$ cat src/rtl/axi4_burst_mem_slave_pkg.sv
// Shared AXI4 widths, burst/response encodings and the slave FSM state type
// for the burst memory slave.
package axi4_burst_mem_slave_pkg;

  localparam int unsigned ID_W   = 4;
  localparam int unsigned ADDR_W = 32;
  localparam int unsigned DATA_W = 64;
  localparam int unsigned STRB_W = DATA_W / 8;
  localparam int unsigned USER_W = 1;

  typedef logic [ID_W-1:0]   axi_id_t;
  typedef logic [ADDR_W-1:0] axi_addr_t;
  typedef logic [DATA_W-1:0] axi_data_t;
  typedef logic [STRB_W-1:0] axi_strb_t;
  typedef logic [USER_W-1:0] axi_user_t;
  typedef logic [1:0]        axi_burst_t;
  typedef logic [1:0]        axi_resp_t;

  localparam axi_burst_t BURST_FIXED = 2'b00;
  localparam axi_burst_t BURST_INCR  = 2'b01;
  localparam axi_burst_t BURST_WRAP  = 2'b10;

  localparam axi_resp_t RESP_OKAY   = 2'b00;
  localparam axi_resp_t RESP_SLVERR = 2'b10;

  localparam logic [2:0] AXSIZE_8 = 3'd3;

  typedef enum logic [1:0] {
    ST_IDLE,
    ST_RDATA,
    ST_WDATA,
    ST_WRESP
  } state_e;

  function automatic logic wrap_len_ok(input logic [7:0] len);
    return (len == 8'd1) || (len == 8'd3) || (len == 8'd7) || (len == 8'd15);
  endfunction

endpackage

$ cat src/rtl/axi4_burst_addr_gen.sv
// Combinational beat address sequencer and error classifier, shared by the
// read and write paths of the burst memory slave.
module axi4_burst_addr_gen
  import axi4_burst_mem_slave_pkg::*;
#(
  parameter int unsigned DEPTH = 16
) (
  input  logic [31:0] idx_i,
  input  logic [7:0]  len_i,
  input  axi_burst_t  burst_i,
  input  logic [2:0]  size_i,
  input  logic [2:0]  addr_lo_i,
  output logic [31:0] next_idx_o,
  output logic        burst_err_o,
  output logic        beat_err_o
);

  logic [31:0] inc_idx;
  logic [31:0] len_mask;

  assign inc_idx  = idx_i + 32'd1;
  assign len_mask = {24'd0, len_i};

  always_comb begin
    burst_err_o = (size_i != AXSIZE_8)
               || (burst_i == 2'b11)
               || ((burst_i == BURST_WRAP) && !wrap_len_ok(len_i))
               || (addr_lo_i != 3'd0);
    // An address below BASE_ADDR borrows into a huge index and fails here too.
    beat_err_o  = burst_err_o || (idx_i >= 32'(DEPTH));
    case (burst_i)
      BURST_FIXED: next_idx_o = idx_i;
      BURST_INCR:  next_idx_o = inc_idx;
      BURST_WRAP:  next_idx_o = (idx_i & ~len_mask) | (inc_idx & len_mask);
      default:     next_idx_o = idx_i;
    endcase
  end

endmodule

$ cat src/rtl/axi4_burst_mem_slave.sv
// AXI4 slave memory of DEPTH 64-bit words: FIXED/INCR/WRAP bursts, byte
// strobes, ID echo, SLVERR on out-of-range or malformed transactions.
module axi4_burst_mem_slave
  import axi4_burst_mem_slave_pkg::*;
#(
  parameter int unsigned DEPTH     = 16,
  parameter logic [31:0] BASE_ADDR = 32'h0
) (
  input  logic       CLK,
  input  logic       RST_N,
  input  axi_id_t    axi_awid_i,
  input  axi_addr_t  axi_awaddr_i,
  input  logic [7:0] axi_awlen_i,
  input  logic [2:0] axi_awsize_i,
  input  axi_burst_t axi_awburst_i,
  input  logic       axi_awlock_i,
  input  logic [3:0] axi_awcache_i,
  input  logic [2:0] axi_awprot_i,
  input  logic [3:0] axi_awqos_i,
  input  logic [3:0] axi_awregion_i,
  input  axi_user_t  axi_awuser_i,
  input  logic       axi_awvalid_i,
  output logic       axi_awready_o,
  input  axi_id_t    axi_wid_i,
  input  axi_data_t  axi_wdata_i,
  input  axi_strb_t  axi_wstrb_i,
  input  logic       axi_wlast_i,
  input  axi_user_t  axi_wuser_i,
  input  logic       axi_wvalid_i,
  output logic       axi_wready_o,
  output axi_id_t    axi_bid_o,
  output axi_resp_t  axi_bresp_o,
  output axi_user_t  axi_buser_o,
  output logic       axi_bvalid_o,
  input  logic       axi_bready_i,
  input  axi_id_t    axi_arid_i,
  input  axi_addr_t  axi_araddr_i,
  input  logic [7:0] axi_arlen_i,
  input  logic [2:0] axi_arsize_i,
  input  axi_burst_t axi_arburst_i,
  input  logic       axi_arlock_i,
  input  logic [3:0] axi_arcache_i,
  input  logic [2:0] axi_arprot_i,
  input  logic [3:0] axi_arqos_i,
  input  logic [3:0] axi_arregion_i,
  input  axi_user_t  axi_aruser_i,
  input  logic       axi_arvalid_i,
  output logic       axi_arready_o,
  output axi_id_t    axi_rid_o,
  output axi_data_t  axi_rdata_o,
  output axi_resp_t  axi_rresp_o,
  output logic       axi_rlast_o,
  output axi_user_t  axi_ruser_o,
  output logic       axi_rvalid_o,
  input  logic       axi_rready_i
);

  localparam int unsigned IDX_W = (DEPTH > 1) ? $clog2(DEPTH) : 1;

  state_e      state_q, state_d;
  axi_id_t     id_q, id_d;
  logic [31:0] idx_q, idx_d;
  logic [7:0]  len_q, len_d;
  axi_burst_t  burst_q, burst_d;
  logic [2:0]  size_q, size_d;
  logic [2:0]  addr_lo_q, addr_lo_d;
  logic [7:0]  beat_cnt_q, beat_cnt_d;
  logic        werr_q, werr_d;
  axi_data_t   mem_q [DEPTH];
  logic        mem_we;

  logic [31:0] ar_off, aw_off, next_idx;
  logic        burst_err, beat_err, is_last;
  logic        unused_ok;

  assign ar_off  = axi_araddr_i - BASE_ADDR;
  assign aw_off  = axi_awaddr_i - BASE_ADDR;
  assign is_last = (beat_cnt_q == len_q);

  assign unused_ok = ^{axi_awlock_i, axi_awcache_i, axi_awprot_i, axi_awqos_i,
                       axi_awregion_i, axi_awuser_i, axi_wid_i, axi_wuser_i,
                       axi_arlock_i, axi_arcache_i, axi_arprot_i, axi_arqos_i,
                       axi_arregion_i, axi_aruser_i, burst_err};

  axi4_burst_addr_gen #(.DEPTH(DEPTH)) u_addr_gen (
    .idx_i       (idx_q),
    .len_i       (len_q),
    .burst_i     (burst_q),
    .size_i      (size_q),
    .addr_lo_i   (addr_lo_q),
    .next_idx_o  (next_idx),
    .burst_err_o (burst_err),
    .beat_err_o  (beat_err)
  );

  always_ff @(posedge CLK or negedge RST_N) begin
    if (!RST_N) state_q <= ST_IDLE;
    else        state_q <= state_d;
  end

  always_comb begin
    state_d = state_q;
    case (state_q)
      ST_IDLE: begin
        if (axi_arvalid_i)      state_d = ST_RDATA;
        else if (axi_awvalid_i) state_d = ST_WDATA;
      end
      ST_RDATA: if (axi_rready_i && is_last)      state_d = ST_IDLE;
      ST_WDATA: if (axi_wvalid_i && axi_wlast_i)  state_d = ST_WRESP;
      ST_WRESP: if (axi_bready_i)                 state_d = ST_IDLE;
      default:  state_d = ST_IDLE;
    endcase
  end

  always_comb begin
    axi_arready_o = (state_q == ST_IDLE);
    axi_awready_o = (state_q == ST_IDLE) && !axi_arvalid_i;
    axi_rvalid_o  = (state_q == ST_RDATA);
    axi_rid_o     = id_q;
    axi_rdata_o   = (axi_rvalid_o && !beat_err) ? mem_q[idx_q[IDX_W-1:0]] : '0;
    axi_rresp_o   = (axi_rvalid_o && beat_err) ? RESP_SLVERR : RESP_OKAY;
    axi_rlast_o   = axi_rvalid_o && is_last;
    axi_ruser_o   = '0;
    axi_wready_o  = (state_q == ST_WDATA);
    axi_bvalid_o  = (state_q == ST_WRESP);
    axi_bid_o     = id_q;
    axi_bresp_o   = (axi_bvalid_o && werr_q) ? RESP_SLVERR : RESP_OKAY;
    axi_buser_o   = '0;
  end

  always_comb begin
    id_d       = id_q;
    idx_d      = idx_q;
    len_d      = len_q;
    burst_d    = burst_q;
    size_d     = size_q;
    addr_lo_d  = addr_lo_q;
    beat_cnt_d = beat_cnt_q;
    werr_d     = werr_q;
    mem_we     = 1'b0;
    case (state_q)
      ST_IDLE: begin
        if (axi_arvalid_i) begin
          id_d       = axi_arid_i;
          idx_d      = {3'b000, ar_off[31:3]};
          len_d      = axi_arlen_i;
          burst_d    = axi_arburst_i;
          size_d     = axi_arsize_i;
          addr_lo_d  = axi_araddr_i[2:0];
          beat_cnt_d = '0;
        end else if (axi_awvalid_i) begin
          id_d       = axi_awid_i;
          idx_d      = {3'b000, aw_off[31:3]};
          len_d      = axi_awlen_i;
          burst_d    = axi_awburst_i;
          size_d     = axi_awsize_i;
          addr_lo_d  = axi_awaddr_i[2:0];
          beat_cnt_d = '0;
        end
      end
      ST_RDATA: begin
        if (axi_rready_i) begin
          idx_d      = next_idx;
          beat_cnt_d = beat_cnt_q + 8'd1;
        end
      end
      ST_WDATA: begin
        if (axi_wvalid_i) begin
          mem_we = !beat_err;
          // Length mismatch in either direction poisons the whole burst response.
          if (beat_err || (axi_wlast_i && !is_last) || (!axi_wlast_i && is_last))
            werr_d = 1'b1;
          idx_d      = next_idx;
          beat_cnt_d = (beat_cnt_q == 8'hff) ? 8'hff : beat_cnt_q + 8'd1;
        end
      end
      ST_WRESP: if (axi_bready_i) werr_d = 1'b0;
      default: ;
    endcase
  end

  always_ff @(posedge CLK or negedge RST_N) begin
    if (!RST_N) begin
      id_q       <= '0;
      idx_q      <= '0;
      len_q      <= '0;
      burst_q    <= '0;
      size_q     <= '0;
      addr_lo_q  <= '0;
      beat_cnt_q <= '0;
      werr_q     <= 1'b0;
    end else begin
      id_q       <= id_d;
      idx_q      <= idx_d;
      len_q      <= len_d;
      burst_q    <= burst_d;
      size_q     <= size_d;
      addr_lo_q  <= addr_lo_d;
      beat_cnt_q <= beat_cnt_d;
      werr_q     <= werr_d;
    end
  end

  always_ff @(posedge CLK or negedge RST_N) begin
    if (!RST_N) begin
      for (int unsigned i = 0; i < DEPTH; i++) mem_q[i] <= '0;
    end else if (mem_we) begin
      for (int unsigned b = 0; b < STRB_W; b++)
        if (axi_wstrb_i[b]) mem_q[idx_q[IDX_W-1:0]][8*b +: 8] <= axi_wdata_i[8*b +: 8];
    end
  end

endmodule
$ cat config.mk
export PLATFORM = sky130hd
export DESIGN_NAME = axi4_burst_mem_slave
export DESIGN_NICKNAME = d
export VERILOG_FILES = /design/src/rtl/axi4_burst_mem_slave_pkg.sv /design/src/rtl/axi4_burst_addr_gen.sv /design/src/rtl/axi4_burst_mem_slave.sv
export SDC_FILE = /design/constraint.sdc
export NUM_CORES = 2
export LEC_CHECK = 0
export ABC_AREA = 1
export CAP_MARGIN = 10
export CORE_MARGIN = 2
export CORE_UTILIZATION = 45
export CTS_BUF_LIST = sky130_fd_sc_hd__clkbuf_4 sky130_fd_sc_hd__clkbuf_8
export DETAILED_ROUTE_END_ITERATION = 10
export HOLD_SLACK_MARGIN = 0.12
export SLEW_MARGIN = 20
export SYNTH_ARGS = -nofsm -noshare
export SYNTH_HDL_FRONTEND = slang
export SYNTH_SLANG_ARGS = --single-unit
$ cat constraint.sdc
create_clock -name CLK -period 3.25 [get_ports CLK]
set_input_delay 0.325 -clock CLK [delete_from_list [all_inputs] [get_ports CLK]]
set_output_delay 0.325 -clock CLK [all_outputs]
set_load 0.02 [all_outputs]
==> impl.org <==
** Synth
- The synthesized netlist contains 43 unique library cells.
- Counting flops with an async set or reset pin after synthesis yields a share of 1.000.
- Register bit total from synthesis :: 1087
- Dominant register cell in the synthesized netlist :: sky130_fd_sc_hd__dfrtp_1
- After synthesis, the mean cell area works out to 7.860 sq um.
- In this run the cell area of the synthesized design comes to 57370 sq um.
- In this run, synthesis inferred 0 flip-flops with an integrated enable.
- Counting every instance in the synthesized netlist gives 7298.
- During synthesis, Yosys emitted a total of 0 warnings.
- The share of the Yosys chip area taken by registers is 0.4742.

** Final layout
- The layout has 11578 filler cells.
- Ratio of cells with drive above 1 in the final layout :: 0.1521
- For this run, the share of the core covered by cells in the final layout is 0.5546.
- Fin nets :: 7721
- Summing all non-filler instances in the final layout gives an area of 70450 sq um.
- Signed area change from the synthesized netlist to the final layout :: 22.81%

** Setup path
- Crit end category :: output port
- Total buffers and inverters traversed by the critical path :: 4
- Cell with the largest stage delay on the worst path :: sky130_fd_sc_hd__dfrtp_4
- The worst register-to-register path ends at mem_q[881].
- Across all register-to-register paths, the minimum setup slack is 140 ps.
- STA classifies the critical path startpoint as a flop.
- Data on the critical path arrives at its endpoint at 3000 ps.
- The worst register-to-register path begins at idx_q[0].
- The number of cells on the worst reg-to-reg path is 13.
- STA puts the critical path data required time at 2920 ps.
- Cell Chain, Critical Path :: buf_6, clkinv_16, buf_12, a32o_1, nand2_1, nand4_1, nor2_1, buf_4
- Family of cells with the greatest summed delay on the critical path :: buffers and inverters
- Highest net fanout along the worst path :: 12
- In this design, the stage delay of the slowest critical-path cell is 630 ps.
- Setup CP Type :: flop to output port

** Global routing
- Pin count of the biggest net entering global routing :: 103
- Wire length of the first global-routing pass :: 321.6 mm
- The global routing stage identified its most utilized layer as met2.
- In the global route stage, met2 resource usage came out at 0.4847.
- For this run, the total global-route usage over all layers was measured as 0.3119.
- Met1 track demand over resource :: 0.4412
- Global routing met3 resource utilization :: 0.05034
- The via count of the first global-routing pass came to 53568.
- Leftover overflow at the end of global routing :: 0
- Initial antenna violation count :: 8

** Floorplanning
- Chip Width :: 361.0 um
- Y dimension of the die :: 361.0 um
- The die covers 130400 sq um.
- For this configuration, the core starts out at a cell density of 0.4516.
- Core region area :: 127000 sq um
- Number of ports placed on the die boundary :: 301
- Row generation in the floorplan step produced 131 rows.

** Timing
- The routed design could run at a clock period as short as 3326 ps.
- Final setup violating endpoints :: 17
- RSZ-0062 raised after global routing :: true
- In the finished design, the share of the clock period the worst path needs comes to 1.023.
- Total count of hold-check failures in the final report :: 0
- Maximum clock rate :: 300.7 MHz
- Clock tree skew after final layout :: 41.82 ps
- At the pin with the least slew margin, the transition time is 971.6 ps.
- The max-slew violation count came to 0.
- PnR worst setup slack :: -75.89 ps
- Worst hold slack across all endpoints :: 163.9 ps
- Headroom to the max-slew limit came out at 0.3502.

** Power and ir drop
- Static power due to leakage :: 33.92 nW
- Pwr Density :: 727.3 nW/um^2
- IR analysis of the VDD net gives a maximum drop of 0.4822 mV.

** Clock network
- The root buffer cell chosen for the clock tree is sky130_fd_sc_hd__clkbuf_8.
- Clock-pin slew of the registers on the worst-case setup and hold paths :: 70 ps
- Buffer depth of the longest clock path :: 3
- Num Clock Sinks :: 1087
- TritonCTS clock tree :: done
- Clock insertion delay at the later pin of the skew report :: 910 ps
- TritonCTS Buffers :: 191
- H-tree depth reported by CTS :: 4

** Drt
- DR vias/cell :: 6.032
- The first routing iteration left 6256 violations.
- Summed over all layers, the routed wires come to 209.1 mm.
- After detailed routing, the average wire length per cell comes to 22.44 um.
- For this run, the detailed router's first-pass iteration total came to 6.
- The final route contains 56207 vias.
- Post-detailed-route DRC marker count :: 0
- The count of nets left with antenna violations once routing finished came out at 0.

** Run status
- The final reports fail on negative setup slack.
- The flow ran to the end, but the final reports show violations.

** Placement
- The congestion estimate from routability-driven global placement came to 0.8841.
- Worst slack at placement :: 48.36 ps
- Number of buffer cells added on primary ports :: 257
- Post-Place Cell Area :: 61800 sq um
- Detailed-placement wirelength estimate :: 120.1 mm

** Hold path
- Worst Hold Launch :: axi_araddr_i[17]
- In this run the worst hold path is classified as primary input to flop.
- The path with the worst hold slack has its endpoint at idx_q[14].
- Cell count of the worst hold path :: 3

** Job
- Total of max-cap violations :: 0
## cell type report
type / instances / area (sq um) / area share
Antenna cell: 5 / 12.51 / 0.0001776
Clock buffer: 308 / 3851 / 0.05467
Clock inverter: 41 / 370.4 / 0.005257
Inverter: 95 / 405.4 / 0.005754
Multi-Input combinational cell: 5389 / 27470 / 0.3899
Sequential cell: 1087 / 27220 / 0.3864
Tap cell: 1662 / 2079 / 0.02952
Timing Repair Buffer: 727 / 8971 / 0.1273
Timing Repair inverter: 4 / 68.82 / 0.0009768
## metrics by stage
stage | power, mW | setup TNS [ps] | instances
2_1_floorplan | 24.18 | 0 | 7301
3_3_place_gp | 31.09 | 0 | 8758
3_5_place_dp | 31.11 | 0 | 8758
4_1_cts | 49.74 | -4291 | 9271
5_1_grt | 53.13 | -5362 | 9316
6_report | 51.24 | -522.8 | 9318
## cells in the mapped netlist (all sizes together), types with 2 or more instances
| cell | count | area (sq um) |
|---|---|---|
| o21bai | 2 | 15.01 |
| o211ai | 2 | 15.01 |
| nand3 | 167 | 1637 |
| a22oi | 76 | 570.6 |
| clkinv | 2 | 7.510 |
| xnor2 | 2 | 17.52 |
| o22ai | 57 | 356.6 |
| clkbuf | 445 | 1670 |
| nor3 | 35 | 175.2 |
| nor2 | 221 | 1006 |
| nand2 | 3085 | 11590 |
| inv | 93 | 351.6 |
| a31oi | 28 | 175.2 |
| nand4 | 1071 | 6706 |
| o21ai | 69 | 345.3 |
| a32oi | 24 | 210.2 |
| dfrtp | 1087 | 27200 |
| ha | 9 | 112.6 |
| a32o | 156 | 1562 |
| a21oi | 369 | 1847 |
| buf | 285 | 1695 |
| xor2 | 6 | 52.55 |
## how the worst max path moves through the flow
stage / startpoint / to / slack [ps] / cells after the start
2_1_floorplan: flop / mem_q[249] / 470 / 11
3_3_place_gp: idx_q[0] / axi_rdata_o[60] / 30 / 7
3_5_place_dp: idx_q[0] / axi_rdata_o[60] / 50 / 7
4_1_cts: idx_q[0] / axi_rdata_o[9] / -170 / 11
5_1_grt: flop / axi_rdata_o[58] / -140 / 8
6_report: flop / axi_rdata_o[58] / -80 / 8
## layer usage
metal / routed length, um / up-vias / share of wire
met5: 27 / - / 0.00013
met4: 7351 / 6 / 0.035
met3: 17020 / 438 / 0.081
met2: 94790 / 2554 / 0.45
met1: 89880 / 27611 / 0.43
li1: - / 25598 / -
## power breakdown
group | switching, mW | internal (mW)
registers | 0.429 | 13.9
clock network | 6.21 | 7.77
logic | 14.1 | 8.85
## timing repair
action | in CTS | in global routing
pin swaps | 97 | 75
gates cloned | 43 | 21
hold buffers | 62 | 0
setup endpoints to repair | 64 | 65
gates resized for setup | 600 | 118
buffers inserted | 63 | 22
hold endpoints to repair | 1538 | 0
## cell families after synthesis
logic type | count (synthesis) | share of synthesized area
AND/OR/NAND/NOR | 4581 | 0.3683
adder cells (fa/ha/maj) | 9 | 0.001963
AO/OA/AOI/OAI | 787 | 0.08938
other | 1 | 0.00006537
buffers and inverters | 825 | 0.06493
XOR/XNOR | 8 | 0.001221
flip-flops | 1087 | 0.4742
## flip-flops by register name, indices dropped and copies added, names as in the netlist, named ones only
register	count
beat_cnt_q	8
werr_q	1
idx_q	25
state_q	2
size_q	3
addr_lo_q	3
burst_q	2
len_q	8
mem_q	1024
axi_bid_o	4
## worst register-to-register path: stages (launching register included)
cell                        delay (ps)
sky130_fd_sc_hd__dfrtp_4           500
sky130_fd_sc_hd__buf_12            170
sky130_fd_sc_hd__clkinv_8          100
sky130_fd_sc_hd__buf_16            180
sky130_fd_sc_hd__clkbuf_16         200
sky130_fd_sc_hd__buf_4             120
sky130_fd_sc_hd__buf_4             100
sky130_fd_sc_hd__ha_1              130
sky130_fd_sc_hd__inv_1             210
sky130_fd_sc_hd__nor2_4            250
sky130_fd_sc_hd__buf_12            280
sky130_fd_sc_hd__nand3_1           460
sky130_fd_sc_hd__nand2_1           200
sky130_fd_sc_hd__nand2_1            70
## placed cells by master (no fill, tap or decap), types with 60 or more instances in the layout
master and instances:
sky130_fd_sc_hd__buf_12 100, sky130_fd_sc_hd__clkbuf_8 246, sky130_fd_sc_hd__a32o_1 145, sky130_fd_sc_hd__nand4_1 1070, sky130_fd_sc_hd__nor2_1 188, sky130_fd_sc_hd__clkdlybuf4s50_1 183, sky130_fd_sc_hd__dfrtp_1 1074, sky130_fd_sc_hd__o21ai_0 66
sky130_fd_sc_hd__buf_4 267, sky130_fd_sc_hd__nand3_1 96, sky130_fd_sc_hd__clkbuf_4 62, sky130_fd_sc_hd__a21oi_1 355, sky130_fd_sc_hd__nand2_1 3035, sky130_fd_sc_hd__dlygate4sd3_1 61, sky130_fd_sc_hd__inv_1 73, sky130_fd_sc_hd__nand3_4 60
No activity file was read; power rests on OpenSTA's default activity.
